**src/rtl/rom_rr_arbiter.sv**
```systemverilog
// Two-requester req/ack front end for an async ROM: latch winner addr, hold WAIT_CYCLES, register rom_q, ack for one cycle.
// Latency WAIT_CYCLES+1 edges to ack; losers hold req until served; ROM_ARB_FIXED_PRIO_EN selects fixed priority to requester 0.
module rom_rr_arbiter #(
  parameter int DATA_WIDTH  = 8,
  parameter int ADDR_WIDTH  = 3,
  parameter int WAIT_CYCLES = 1
) (
  input  logic                  CLK,
  input  logic                  nRST,
  input  logic                  req0,
  input  logic [ADDR_WIDTH-1:0] addr0,
  input  logic                  req1,
  input  logic [ADDR_WIDTH-1:0] addr1,
  output logic                  ack0,
  output logic                  ack1,
  output logic [DATA_WIDTH-1:0] rdata,
  output logic                  busy,
  output logic [ADDR_WIDTH-1:0] rom_addr,
  input  logic [DATA_WIDTH-1:0] rom_q
);

  localparam int CW = (WAIT_CYCLES > 1) ? $clog2(WAIT_CYCLES) : 1;
  localparam logic [CW-1:0] CNT_LOAD = CW'(WAIT_CYCLES - 1);

  typedef enum logic [1:0] {IDLE, READ, RESP} state_t;

  state_t        state;
  state_t        state_nxt;
  logic          owner;
  logic          win;
  logic [CW-1:0] cnt;

`ifdef ROM_ARB_FIXED_PRIO_EN
  always_comb begin
    win = ~req0;
  end
`else
  logic last;

  // On a tie the requester not served most recently wins.
  always_comb begin
    win = (req0 & req1) ? ~last : req1;
  end

  always_ff @(posedge CLK or negedge nRST) begin
    if (!nRST) begin
      last <= 1'b1;
    end else if (state == RESP) begin
      last <= owner;
    end
  end
`endif

  always_ff @(posedge CLK or negedge nRST) begin
    if (!nRST) begin
      state <= IDLE;
    end else begin
      state <= state_nxt;
    end
  end

  always_comb begin
    state_nxt = state;
    case (state)
      IDLE:    if (req0 | req1) state_nxt = READ;
      READ:    if (cnt == '0) state_nxt = RESP;
      RESP:    state_nxt = IDLE;
      default: state_nxt = IDLE;
    endcase
  end

  always_comb begin
    busy = (state != IDLE);
    ack0 = (state == RESP) & ~owner;
    ack1 = (state == RESP) &  owner;
  end

  // rom_addr is only loaded in IDLE, so requester address changes mid-access are ignored.
  always_ff @(posedge CLK or negedge nRST) begin
    if (!nRST) begin
      rom_addr <= '0;
      owner    <= 1'b0;
      cnt      <= '0;
      rdata    <= '0;
    end else begin
      case (state)
        IDLE: begin
          if (req0 | req1) begin
            rom_addr <= win ? addr1 : addr0;
            owner    <= win;
            cnt      <= CNT_LOAD;
          end
        end
        READ: begin
          if (cnt != '0) begin
            cnt <= cnt - CW'(1);
          end else begin
            rdata <= rom_q;
          end
        end
        default: ;
      endcase
    end
  end

endmodule

```
**config.mk**
```make
export PLATFORM = sky130hd
export DESIGN_NAME = rom_rr_arbiter
export DESIGN_NICKNAME = d
export VERILOG_FILES = /design/src/rtl/rom_rr_arbiter.sv
export SDC_FILE = /design/constraint.sdc
export NUM_CORES = 1
export LEC_CHECK = 0
export CORE_MARGIN = 1.5
export CORE_UTILIZATION = 43
export CTS_BUF_LIST = sky130_fd_sc_hd__clkbuf_2 sky130_fd_sc_hd__clkbuf_4 sky130_fd_sc_hd__clkbuf_8
export DETAILED_ROUTE_END_ITERATION = 6
export HOLD_SLACK_MARGIN = 0.12
export PLACE_DENSITY = 0.83
export SLEW_MARGIN = 30
export SYNTH_ARGS = -nofsm -noshare
export SYNTH_HDL_FRONTEND = slang
export SYNTH_SLANG_ARGS = --single-unit
```
**constraint.sdc**
```tcl
create_clock -name CLK -period 3.1 [get_ports CLK]
set_clock_uncertainty 0.05 [all_clocks]
set_input_delay 0.93 -clock CLK [delete_from_list [all_inputs] [get_ports CLK]]
set_output_delay 0.93 -clock CLK [all_outputs]
set_load 0.02 [all_outputs]
```
=== Word level (Yosys, flattened, before mapping) ===
Index checks and enable logic that the tools add are counted.

* Equal/unequal tests: 4
* Reduce and logical (&&, ||, !) cells: 7
* Bitwise logic cells: 7
* Add/sub/neg operators: 1
* Multiplexer cells: 8

{| class="wikitable"
|+ Operators by type and width
! operator !! count
|-
| AND reduction 2 bit || 4
|-
| two-way mux 2 bit || 2
|-
| != test 2 bit (second input constant) || 2
|-
| one-hot mux 2 bit (2 select lines) || 1
|-
| nonzero test 2 bit || 2
|-
| bitwise AND 1 bit || 3
|-
| two-way mux 1 bit || 3
|-
| two-way mux 3 bit || 1
|-
| inverter 1 bit || 3
|-
| == test 2 x 1 -> 1 bit (second input constant) || 1
|-
| == test 2 bit (second input constant) || 1
|-
| logical NOT 2 bit || 1
|-
| one-hot mux 1 bit (2 select lines) || 1
|-
| OR 1 bit || 1
|-
| subtractor 1 bit (second input constant) || 1
|}

* Logic and storage cells: 33
* Input port bits: 18
* Flip-flop bits (word level): 16
* Output and inout port bits: 14

=== Longest topological paths before layout ===
* Depth in word-level cells: 3
* Depth in mapped cells: 3
* Mapped depth without buffers: 3

=== Worst setup path after synthesis ===
OpenSTA, ideal clock, no wires.

* Kind: input to register
* From: input req1
* To: register rom_addr[0]
* Setup time: 0.125 ns
* Setup slack: 1.230 ns
* Path buffers: 0
* Data required time: 2.925 ns
* Data arrival time: 1.695 ns
* Stages: 3
* Path through: a21boi_4 > mux2_1 > mux2_2

* Word-level cells in the longest chain between the ends: 3
* Elaborated cells between the ends (all ways): 5
* Those cells by class: 2 x mux; 2 x bitwise; 1 x reduce/logical

{| class="wikitable"
|+ RTL lines
! what !! line !! source
|-
| from (decl) || 12 || <nowiki>input logic req1,</nowiki>
|-
| bitwise AND 1 bit || 42 || <nowiki>win = (req0 & req1) ? ~last : req1;</nowiki>
|-
| two-way mux 1 bit || 42 ||
|-
| two-way mux 3 bit || 89 || <nowiki>rom_addr <= win ? addr1 : addr0;</nowiki>
|-
| to (signal assigned) || 89 ||
|-
| to (decl) || 18 || <nowiki>output logic [ADDR_WIDTH-1:0] rom_addr,</nowiki>
|}

Several ways; a longest one is shown, not always the timed one.
A chain may end at the register's enable or synchronous reset.

=== Worst setup path in the final report ===
* From: register state[0]
* To: output ack1

* Word-level cells in the longest chain between the ends: 2

{| class="wikitable"
|+ RTL lines
! what !! line !! source
|-
| from (decl) || 27 || <nowiki>state_t state;</nowiki>
|-
| from (signal assigned) || 58 || <nowiki>state <= state_nxt;</nowiki>
|-
| == test 2 bit || 75 || <nowiki>ack1 = (state == RESP) & owner;</nowiki>
|-
| bitwise AND 1 bit || 75 ||
|-
| to (decl) || 15 || <nowiki>output logic ack1,</nowiki>
|}

No other way between the ends.

==> reports/qor.csv <==
stage,metric,value,unit
run_status,status,finished clean,
power,Static Leak,0.432,nW
synth,Mean Syn Cell Area,14.5,um2
worst_setup_path,crit path kind,flip-flop to primary output,
worst_setup_path,CP startpoint,state[0]$_DFFE_PN0P_,
synth,sequential cell area fraction in the yosys report,60.4,%
timing,unrepaired setup endpoints after global routing,false,
worst_setup_path,worst r2r src,last$_DFFE_PN1N_,
routing,via/cell ratio,4.93,
grt,first-pass GRT wire length,1.82,mm
clock_tree,Post-CTS Hold Buffers,0,
timing,worst slew pin tran,0.650,ns
worst_setup_path,critical path's top delay family,buffers and inverters,
routing,DR vias,454,
worst_setup_path,Setup crit end kind,primary output,
clock_tree,Root Buffer,clkbuf_4,
grt,met1 GRT Util,19.7,%
worst_setup_path,Slowest Stage Delay on Critical Path,0.62,ns
grt,vias in the first global route,442,
worst_setup_path,WP data required,2.12,ns
worst_setup_path,crit-path max FO,3,
timing,period utilization,83.6,%
synth,asr flop ratio synth,100,%
worst_setup_path,"Buf+Inv Stages, Crit Path",1,
power,pwr/cell area,1030,nW/um2
synth,most common cell in the netlist,dfrtp_1,
clock_tree,postcts setup bufs,0,
floorplanning,core area,1330,um2
floorplanning,starting density of the core,46.7,%
grt,met3 Use GR,3.26,%
worst_setup_path,"Arr. time, crit path",1.61,ns
clock_tree,CTS resizes,0,
timing,final setup vio count,0,
floorplanning,num rows,13,
synth,#FFs+latches synth,15,
timing,total negative setup slack,0,ns
worst_setup_path,crit path max-delay cell type,clkdlybuf4s50_1,
grt,GRT Total Usage,18.0,%
job,Max-Cap Viols,0,
floorplanning,I/O Pins,32,
routing,initial DRC count,6,
min_path,worst hold path type,flip-flop to flip-flop,
timing,Slew HR,56.5,%
place,DP Area,947,um2
timing,final hold violation count,0,
timing,"Min Clock Period, post-route",2.59,ns
floorplanning,Die Y,41.1,um
final_layout,Finished Core Util,73.1,%
final_layout,design area,975,um2
floorplanning,Die W,41.1,um
synth,top cell type's share of synthesized area,56.2,%
place,gp weighted congestion,0.746,
synth,Synth Cell Area,623,um2
grt,gr ovfl total,0,
timing,WHS,0.460,ns
synth,Cells after Synth,43,
synth,Post-Syn Nets,61,
routing,DRT antenna net count,0,
routing,per-cell routed wire length,13.1,um
place,Port-buffer cells,31,
floorplanning,Die Area,1690,um2
clock_tree,H-tree levels,1,
final_layout,layout cells sized above 1,24.7,%
clock_tree,CTS tree,built,
synth,Post-synth EDFFs,0,
timing,Fmax,386,MHz
clock_tree,Clock Sinks,15,
routing,drt drc,0,
clock_tree,TritonCTS Buffers,3,
clock_tree,Max Root-Sink Buffers,2,
synth,Commonest cells post-synth,"dfrtp_1, mux2_2, inv_1, nor2_1",
worst_setup_path,critical path cell sequence,nand2b_1 -> nor2_1 -> clkdlybuf4s50_1,
grt,initial antenna violation count,0,
grt,largest net degree at the start of global routing,16,
synth,Area contributors post-synth,"dfrtp_1, mux2_2, dfstp_2, mux2_1, a21boi_4",
power,peak supply drop,0.542,mV
min_path,Hold Startpoint,rdata[5]$_DFFE_PN0N_,
synth,Yosys top cell by area,dfrtp_1,
clock_tree,clk slew on worst S/H paths,0.09,ns
grt,global route hottest layer,met2,
worst_setup_path,Worst setup SP type,flip-flop,
synth,ys flop type,dfrtp_1,
timing,fin. max-slew vios,0,
grt,grt met2 use,29.7,%
final_layout,area delta synth->final,56.4,%
routing,drt pass-1 iters,4,
synth,post-synthesis cell type count,13,
final_layout,Antenna Diode Count,0,
synth,Yosys warning count,0,
clock_tree,Clock Latency Late Sink,0.29,ns
routing,Routed WL,1.21,mm
final_layout,nets@finish,96,
place,half-perimeter wire length after placement,930,um
-- per-stage QoR --
stage | power [W] | setup WS [ns] | cells
after floorplan | 0.000658 | 1.23 | 43
after detailed placement | 0.000894 | 0.677 | 88
after global routing | 0.00106 | 0.452 | 92
after CTS | 0.00101 | 0.503 | 92
final | 0.000999 | 0.510 | 92
after global placement | 0.000879 | 0.701 | 88
-- sequential cells by signal (all words and copies together), names as in the netlist --
register	count
rdata	8
rom_addr	3
state	2
last	1
owner	1
-- layout by cell type, fill, tap and decap left out --
master | netlist | layout
nor2_1 | 3 | 3
mux2_2 | 11 | 11
dfstp_2 | 1 | 1
a21boi_4 | 1 | 1
a21o_1 | 1 | 1
dfrtp_1 | 14 | 14
a22o_2 | 1 | 1
clkdlybuf4s50_1 | 0 | 31
inv_1 | 4 | 4
mux2_4 | 1 | 1
clkbuf_4 | 0 | 3
nand2b_1 | 2 | 2
o21ai_1 | 1 | 1
mux2_1 | 2 | 2
clkinv_2 | 0 | 1
-- final timing paths --
kind,endpoint,slack [ns],cells past startpoint
min in group asynchronous,rdata[6]$_DFFE_PN0N_,0.98,1
max reg2reg,rom_addr[0]$_DFFE_PN0P_,1.74,3
max,ack1,0.51,3
max in group asynchronous,rdata[4]$_DFFE_PN0N_,1.60,1
min,rdata[5]$_DFFE_PN0N_,0.46,1
min reg2reg,rdata[5]$_DFFE_PN0N_,0.46,1
-- metal layers --
| layer | vias up | part of all wire [%] | routed length, um |
|---|---|---|---|
| li1 | 213 | - | - |
| met5 | - | 0 | 0 |
| met2 | 19 | 52 | 627 |
| met3 | 2 | 4.1 | 49 |
| met1 | 220 | 42 | 508 |
| met4 | 0 | 2.0 | 24 |
-- logic make-up after synthesis --
kind of cell | Yosys count | share of synthesized area (%)
flip-flops | 15 | 60.4
multiplexers | 14 | 25.9
AND/OR/NAND/NOR | 5 | 3.81
buffers and inverters | 5 | 3.21
AO/OA/AOI/OAI | 4 | 6.63
-- cell type report --
cell class	count	area [um2]
well taps	15	18.8
flip-flops and latches	15	377
multi-input cells	23	226
inverters	4	15.0
repair buffers	31	310
clock buffers	3	22.5
fillers	92	359
clock inverters	1	5.00
-- report_power, final --
| part | internal, W | switching (W) |
|---|---|---|
| sequential | 0.000301 | 0.0000529 |
| combinational | 0.000292 | 0.000238 |
| clock | 0.0000479 | 0.0000680 |
Note: power is estimated with default switching activity, not from simulation.
